<file path="src/rtl/router_wb.sv">
// router_wb: result write-back router.
// Selects the adder or multiplier result, optionally halves or negates it
// with saturation, and queues {value, destination} in a small FIFO that
// drains to the register-file write port.
//
// Handshake (both ports): a transfer happens on a rising edge where valid
// and ready are both 1. The producer holds its payload stable while valid is
// high and ready is low. in_ready depends only on registered occupancy and
// never on wr_ready, so a full FIFO refuses input even while it is popping.
module router_wb #(
    parameter int W     = 24,
    parameter int DEPTH = 4,
    parameter int AW    = 3
) (
    input  logic                     clk,
    input  logic                     rst,
    input  logic                     in_valid,
    output logic                     in_ready,
    input  logic [W-1:0]             SUM,
    input  logic [W-1:0]             PROD,
    input  logic [1:0]               sel_W,
    input  logic                     inv_W,
    input  logic [AW-1:0]            dst,
    output logic                     wr_valid,
    input  logic                     wr_ready,
    output logic [W-1:0]             wr_data,
    output logic [AW-1:0]            wr_addr,
    output logic                     msb_W,
    output logic [$clog2(DEPTH):0]   count,
    output logic                     ovf,
    input  logic                     clr_ovf
);

    localparam int PW = $clog2(DEPTH);
    localparam int CW = PW + 1;
    localparam logic [CW-1:0] FULL  = CW'(DEPTH);
    localparam logic [W-1:0]  MIN_V = {1'b1, {(W-1){1'b0}}};
    localparam logic [W-1:0]  MAX_V = {1'b0, {(W-1){1'b1}}};

    logic [W-1:0]  mem_data [DEPTH];
    logic [AW-1:0] mem_addr [DEPTH];
    logic [PW-1:0] wptr;
    logic [PW-1:0] rptr;
    logic [W-1:0]  sel_v;
    logic [W-1:0]  r_val;
    logic          sat;
    logic          push;
    logic          pop;

    // Source select and negate; only negating the most negative value saturates.
    always_comb begin
        sel_v = '0;
        r_val = '0;
        sat   = 1'b0;
        case (sel_W)
            2'b00:   sel_v = SUM;
            2'b01:   sel_v = PROD;
            2'b10:   sel_v = $unsigned($signed(SUM) >>> 1);
            default: sel_v = '0;
        endcase
        if (inv_W) begin
            if (sel_v == MIN_V) begin
                r_val = MAX_V;
                sat   = 1'b1;
            end else begin
                r_val = (~sel_v) + W'(1);
            end
        end else begin
            r_val = sel_v;
        end
    end

    assign in_ready = (count < FULL);
    assign wr_valid = (count != '0);
    assign push     = in_valid && in_ready;
    assign pop      = wr_valid && wr_ready;
    assign wr_data  = mem_data[rptr];
    assign wr_addr  = mem_addr[rptr];
    assign msb_W    = wr_data[W-1];

    // Entry storage; cleared on reset so the head is never X.
    always_ff @(posedge clk or posedge rst) begin
        if (rst) begin
            for (int i = 0; i < DEPTH; i++) begin
                mem_data[i] <= '0;
                mem_addr[i] <= '0;
            end
        end else if (push) begin
            mem_data[wptr] <= r_val;
            mem_addr[wptr] <= dst;
        end
    end

    // Pointers wrap naturally because DEPTH is a power of two.
    always_ff @(posedge clk or posedge rst) begin
        if (rst) begin
            wptr  <= '0;
            rptr  <= '0;
            count <= '0;
        end else begin
            if (push) begin
                wptr <= wptr + PW'(1);
            end
            if (pop) begin
                rptr <= rptr + PW'(1);
            end
            case ({push, pop})
                2'b10:   count <= count + CW'(1);
                2'b01:   count <= count - CW'(1);
                default: count <= count;
            endcase
        end
    end

    // Sticky overflow; a saturating push beats a coincident clear.
    always_ff @(posedge clk or posedge rst) begin
        if (rst) begin
            ovf <= 1'b0;
        end else if (push && sat) begin
            ovf <= 1'b1;
        end else if (clr_ovf) begin
            ovf <= 1'b0;
        end
    end

endmodule

</file>
<file path="config.mk">
export PLATFORM = sky130hd
export DESIGN_NAME = router_wb
export DESIGN_NICKNAME = d
export VERILOG_FILES = /design/src/rtl/router_wb.sv
export SDC_FILE = /design/constraint.sdc
export NUM_CORES = 1
export LEC_CHECK = 0
export CORE_MARGIN = 3
export CORE_UTILIZATION = 48
export DETAILED_ROUTE_END_ITERATION = 10
export GPL_ROUTABILITY_DRIVEN = 0
export GPL_TIMING_DRIVEN = 0
export HOLD_SLACK_MARGIN = 0.06
export PLACE_DENSITY = 0.71
export RECOVER_POWER = 25
export SYNTH_ARGS = -nofsm -noshare
export SYNTH_HDL_FRONTEND = slang
export SYNTH_SLANG_ARGS = --single-unit
</file>
<file path="constraint.sdc">
create_clock -name clk -period 7.85 [get_ports clk]
set_input_delay 0.785 -clock clk [delete_from_list [all_inputs] [get_ports clk]]
set_output_delay 0.785 -clock clk [all_outputs]
set_load 0.01 [all_outputs]
</file>
==> results.md, run 1 <==
- Max stage delay on crit path: 0.76 ns
- CP top delay family: buffers and inverters
- Max Clock Freq: 243 MHz
- Worst path depth: 4
- # setup viols final: 0
- Clk pin slew, worst setup/hold paths: 0.05 ns
- Maxcap violations: 1
- Yosys warns: 0
- Critical Path Sink: wr_data[21]
- Seq/Total Area, Yosys: 0.458
- Area growth from synthesis to layout: 26.9%
- Routed len/inst: 18.7 µm
- Most frequent cells in the layout: 116 x dfrtp_1, 113 x nand2_1, 88 x clkdlybuf4s50_1
- PnR worst setup slack: 3.73 ns
- Cts bufs inserted: 17
- Place WS: 4.12 ns
- Commonest non-fill, non-tap cell in the layout: dfrtp_1
- Peak VDD IR: 0.000169 V
- # diodes: 0
- DR vias/cell: 5.75
- CP bufs+invs: 3
- Syn_area_per_cell: 10.2 µm²
- RSZ-0062 raised after global routing: false
- Status: complete, but fails checks
- Vias in the first global route: 5475
- IO Count: 93
- Antenna violations before repair: 0
- Reg-to-reg slack, setup: 5.50 ns
- Yosys top cell area share: 0.458
- GRT Overall Usage: 0.247
- Synth Instances: 621
- Total Neg Setup Slack: 0 ns
- Routed Wire Length: 17.1 mm
- Initial Utilization: 0.496
- Core region area: 12800 µm²
- Leakage: 3.42 nW
- Crit-path slowest cell: buf_1
- Startpoint of the worst register-to-register path: count[2]$_DFFE_PP0P_
- Post_cts resized: 0
- Crit path arrival time: 3.34 ns
- Core Rows: 41
- Worst-skew pair later-pin latency: 0.41 ns
- Syn nets: 687
- Reg2Reg Capture Point: mem_data[91]$_DFFE_PP0P_
- Gr ovfl total: 0
- Root buf cell: clkbuf_16
- Detailed-route via count: 5265
- Tmin final: 4.12 ns
- Worst Clk Skew: 0.0120 ns
- CTS tree: yes
- Synth unique cells: 61
- Drc violations: 0
- Pwr dens: 386 nW/µm²
- Initial DRC count: 473
- Crit end category: output port
- First-pass GRT wire length: 28.0 mm
- Cell Area, Synth: 6340 µm²
- 1st-pass router iterations: 6
- Postcts setup bufs: 0
- Die span in y: 121 µm
- Clk sinks: 116
- CP Launch Point: rptr[0]$_DFFE_PP0P_
- DIE WIDTH: 121 µm
- Hold/Removal Path Class: reg2reg
- Post-synth top area cell: dfrtp_1
- Crit start category: flip-flop
- Post-DP HPWL: 12.2 mm
- Worst R2R Path Depth: 6
- Final ANT Viol Nets: 0
- Total power: 3.10 mW
- Cell Chain, Critical Path: clkbuf_1 -> buf_1 -> mux4_2 -> clkdlybuf4s50_1
- Worst-margin pin slew: 2.37 ns
- Largest net degree at the start of global routing: 66
- CP max FO: 10
- Period utilization: 0.525
- Final Net Count: 796
- Die area: 14600 µm²
- Failing checks: max-capacitance violations, max-slew violations
- Final Max Slew Viols: 52
- Clk buf depth: 2
- Port Buffer Count: 89
- Max_slew headroom: -0.588
- Final cell count without fillers: 915
- Post-CTS Hold Buffers: 0
- Worst EP required: 7.07 ns
- Hold Violations, Final: 0
- Ranking of synthesized cells by area: dfrtp_1 46%, mux4_2 9.6%, nand2_1 6.7%
- Post-synthesis register bit count: 116
- Cells after DPL: 883
- H-Tree Depth: 4
- Crit path kind: reg2out
- Share of cells above drive strength 1: 0.135
==> kinds of logic after synthesis <==
family          count (synthesis)  synth area share
simple gates                  214             0.153
fa+ha+maj                       7            0.0150
xor+xnor                       22            0.0316
compound gates                151             0.158
buf+inv                        55            0.0426
flops                         116             0.458
mux                            56             0.142
==> stage by stage <==
stage / area (µm²) / hold slack (ns) / util
floorplan: 6340 / 0.440 / -
global placement: 7440 / 0.453 / 0.583
detailed placement: 7470 / 0.466 / 0.585
CTS: 8040 / 0.476 / 0.630
global route: 8040 / 0.500 / 0.630
finish: 8040 / 0.471 / 0.630
==> report_power, final <==
group	internal [mW]	switching (mW)
Clock	0.480	0.262
Combinational	0.694	0.642
Sequential	0.882	0.145
==> cell type report <==
type,count,area (µm²)
buffer,43,225
tap,172,215
multi-input combinational,450,3160
timing repair buffer,90,918
sequential,116,2900
inverter,12,46.3
fill,1036,4730
clock inverter,10,106
clock buffer,22,464
==> synthesized netlist by cell type (all sizes together) <==
library cell,n
nand3,4
nand2,113
mux4,27
nor4,1
buf,14
o21ai,62
a2bb2oi,6
clkinv,1
o22a,4
o311ai,1
ha,6
and3,1
o41ai,1
and4,1
nor2b,3
nor3,6
or4b,1
xor2,13
nor2,68
mux2i,29
and2,7
a21oi,40
o2bb2ai,17
o211ai,4
a31o,1
fa,1
or3,1
o22ai,1
a31oi,1
o31ai,10
o31a,1
nand2b,1
nand4,3
dfrtp,116
o2111ai,1
xnor2,9
clkbuf,29
or4,1
a2111o,1
or2,2
nand4b,1
inv,11
==> routing by layer <==
metal | wire, µm | track usage | part of all wire | vias up
met5 | 0 | 0 | 0 | -
met4 | 216 | 0.0793 | 0.013 | 0
met3 | 1070 | 0.0494 | 0.062 | 14
met2 | 8640 | 0.410 | 0.50 | 208
met1 | 7230 | 0.326 | 0.42 | 2634
li1 | - | - | - | 2409
==> registers in the layout, indices dropped and copies added (netlist names) <==
signal,flops
count,3
wptr,2
rptr,2
mem_data,96
mem_addr,12
ovf,1
==> worst min path at each step <==
stage                                   startpoint  slack (ns)                       end  cells after the start
final                     mem_data[75]$_DFFE_PP0P_        0.47  mem_data[75]$_DFFE_PP0P_                      2
after detailed placement  mem_data[47]$_DFFE_PP0P_        0.47  mem_data[47]$_DFFE_PP0P_                      2
after floorplan            mem_addr[3]$_DFFE_PP0P_        0.44   mem_addr[3]$_DFFE_PP0P_                      2
after CTS                 mem_data[47]$_DFFE_PP0P_        0.48  mem_data[47]$_DFFE_PP0P_                      2
after global placement     mem_addr[8]$_DFFE_PP0P_        0.45   mem_addr[8]$_DFFE_PP0P_                      2
after global routing       mem_data[1]$_DFFE_PP0P_        0.50   mem_data[1]$_DFFE_PP0P_                      2
==> worst reg2reg max path, cell delays in order (launching register included) <==
cell      delay [ns]
dfrtp_1         0.40
nor2b_1         0.21
clkbuf_1        0.34
nand2_1         0.23
clkbuf_1        0.33
nor2_2          0.52
a21oi_1         0.15
(Power assumes the default switching activity.)
==> run 2: changes to the inputs <==
==> constraint.sdc (replaced) <==
create_clock -name clk -period 4 [get_ports clk]
set_input_delay 0.4 -clock clk [delete_from_list [all_inputs] [get_ports clk]]
set_output_delay 0.4 -clock clk [all_outputs]
set_load 0.01 [all_outputs]
==> results of run 2 <==
Same layout as run 1 (identical final DEF). Status: complete, but fails checks: max-capacitance violations, max-slew violations.
Main changes from that run: setup slack after placement 4.12 ns -> 0.655 ns; setup slack after layout 3.73 ns -> 0.263 ns; register-to-register setup slack 5.50 ns -> 1.65 ns; total power 3.10 mW -> 6.09 mW; worst IR drop on VDD 0.000169 V -> 0.000332 V
==> run 3: changes to the inputs <==
--- a/config.mk
+++ b/config.mk
@@ -5,6 +5,7 @@
 export SDC_FILE = /design/constraint.sdc
 export NUM_CORES = 1
 export LEC_CHECK = 0
+export CAP_MARGIN = 15
 export CORE_MARGIN = 3
 export CORE_UTILIZATION = 48
 export DETAILED_ROUTE_END_ITERATION = 10
==> results.md, run 3 (synthesis gave the netlist of run 1 again) <==
- Status: complete, but fails checks
- Failing checks: max-capacitance violations, max-slew violations
- Largest net degree at the start of global routing: 66
- CP max FO: 10
- Hold Violations, Final: 0
- Switching portion of total power: 0.338
- Cell Chain, Critical Path: clkbuf_1 -> buf_1 -> mux4_2 -> clkdlybuf4s50_1
- Area occupied by multi-input gates: 3160 µm²
- Post-CTS Hold Buffers: 0
- IO Count: 93
- Final ANT Viol Nets: 0
- Most frequent cells in the layout: 116 x dfrtp_1, 113 x nand2_1, 88 x clkdlybuf4s50_1
- # setup viols final: 0
- Die area: 14600 µm²
- Crit start category: flip-flop
- DR vias/cell: 5.75
- Initial Utilization: 0.496
- First-pass GRT wire length: 28.0 mm
- Period utilization: 0.934
- Initial DRC count: 473
- Final Net Count: 796
- Final cell count without fillers: 915
- Share of cells above drive strength 1: 0.135
- Crit end category: output port
- Routed Wire Length: 17.1 mm
- Worst EP required: 3.60 ns
- Gate power share: 0.430
- Register share of total power: 0.331
- Clk pin slew, worst setup/hold paths: 0.05 ns
- Antenna violations before repair: 0
- Internal power: 4.03 mW
- Root buf cell: clkbuf_16
- RSZ-0062 raised after global routing: false
- Post-DP HPWL: 12.2 mm
- Commonest non-fill, non-tap cell in the layout: dfrtp_1
- Worst Clk Skew: 0.0120 ns
- Die span in y: 121 µm
- Port Buffer Count: 89
- Crit path kind: reg2out
- Clock power frac: 0.239
- GRT Overall Usage: 0.247
- Largest regs: mem_data: 96 flops, mem_addr: 12 flops, count: 3 flops
- Worst-margin pin slew: 2.37 ns
- CP bufs+invs: 3
- H-Tree Depth: 4
- Cells after DPL: 883
- Routed len/inst: 18.7 µm
- Post_cts resized: 0
- CTS tree: yes
- Hold/Removal Path Class: reg2reg
- Max stage delay on crit path: 0.76 ns
- Maxcap violations: 1
- Max_slew headroom: -0.588
- Core Rows: 41
- 1st-pass router iterations: 6
- Drc violations: 0
- Clk buf depth: 2
- Net Sw Power: 2.06 mW
- Max reg flops: 96
- Gr ovfl total: 0
- Tmin final: 3.74 ns
- Worst-skew pair later-pin latency: 0.41 ns
- Leakage: 3.42 nW
- CP top delay family: buffers and inverters
- Crit path arrival time: 3.34 ns
- Worst hold margin: 0.471 ns
- Top reg by flops: mem_data
- Core region area: 12800 µm²
- Detailed-route via count: 5265
- Peak VDD IR: 0.000332 V
- # diodes: 0
- DIE WIDTH: 121 µm
- Clk sinks: 116
- Fillcell total: 1036
- Crit-path slowest cell: buf_1
- Postcts setup bufs: 0
- Pwr dens: 757 nW/µm²
- Area growth from synthesis to layout: 26.9%
- Max Clock Freq: 268 MHz
- Final Max Slew Viols: 52
- Cts bufs inserted: 17
- Vias in the first global route: 5475
- Reg area: 2900 µm²
run 3: cell counts in the layout (fill, tap and decap cells not counted):
No cell type changed its count.
run 3: tightest hold or removal path: cells and delay by family, from the launching register on:
kind | cells | cell delay (ns)
flops | 1 | 0.34
compound gates | 1 | 0.05
simple gates | 1 | 0.04
run 3: path summary, 6_finish.rpt:
kind	from	endpoint	slack [ns]	cells past startpoint
setup / recovery	rptr[0]$_DFFE_PP0P_	wr_data[21]	0.26	4
hold / removal	mem_data[75]$_DFFE_PP0P_	mem_data[75]$_DFFE_PP0P_	0.47	2
setup reg to reg	count[2]$_DFFE_PP0P_	mem_data[91]$_DFFE_PP0P_	1.65	6
hold reg to reg	mem_data[75]$_DFFE_PP0P_	mem_data[75]$_DFFE_PP0P_	0.47	2
max in group asynchronous	rst	mem_data[67]$_DFFE_PP0P_	1.82	2
min in group asynchronous	rst	mem_data[61]$_DFFE_PP0P_	1.08	2
run 3: final cells by class:
class / count / share of cell area
Sequential cell: 116 / 0.361
Buffer: 43 / 0.0280
Multi-Input combinational cell: 450 / 0.393
Inverter: 12 / 0.00576
Clock buffer: 22 / 0.0577
Tap cell: 172 / 0.0268
Clock inverter: 10 / 0.0132
Timing Repair Buffer: 90 / 0.114
run 3: routing by layer:
metal,track usage,part of all wire,up-vias
met5,0,0,-
met4,0.0793,0.013,0
met3,0.0494,0.062,14
met2,0.410,0.50,208
met1,0.326,0.42,2634
li1,-,-,2409
run 3: power groups by stage:
stage | logic (mW) | registers [mW] | clock network, mW
final | 2.62 | 2.01 | 1.46
after floorplan | 1.62 | 1.94 | 0
after global routing | 2.87 | 2.07 | 1.53
after CTS | 2.64 | 2.01 | 1.47
after global placement | 2.56 | 1.98 | 0
after detailed placement | 2.62 | 2.02 | 0
run 3: per-stage QoR:
stage	utilization	area [µm²]	power (mW)	setup slack [ns]	TNS (ns)
6_report	0.630	8040	6.09	0.263	0
4_1_cts	0.630	8040	6.12	0.207	0
5_1_grt	0.630	8040	6.47	0.0719	0
3_3_place_gp	0.583	7440	4.54	-0.926	-106.97
3_5_place_dp	0.585	7470	4.64	0.655	0
2_1_floorplan	-	6340	3.56	0.528	0
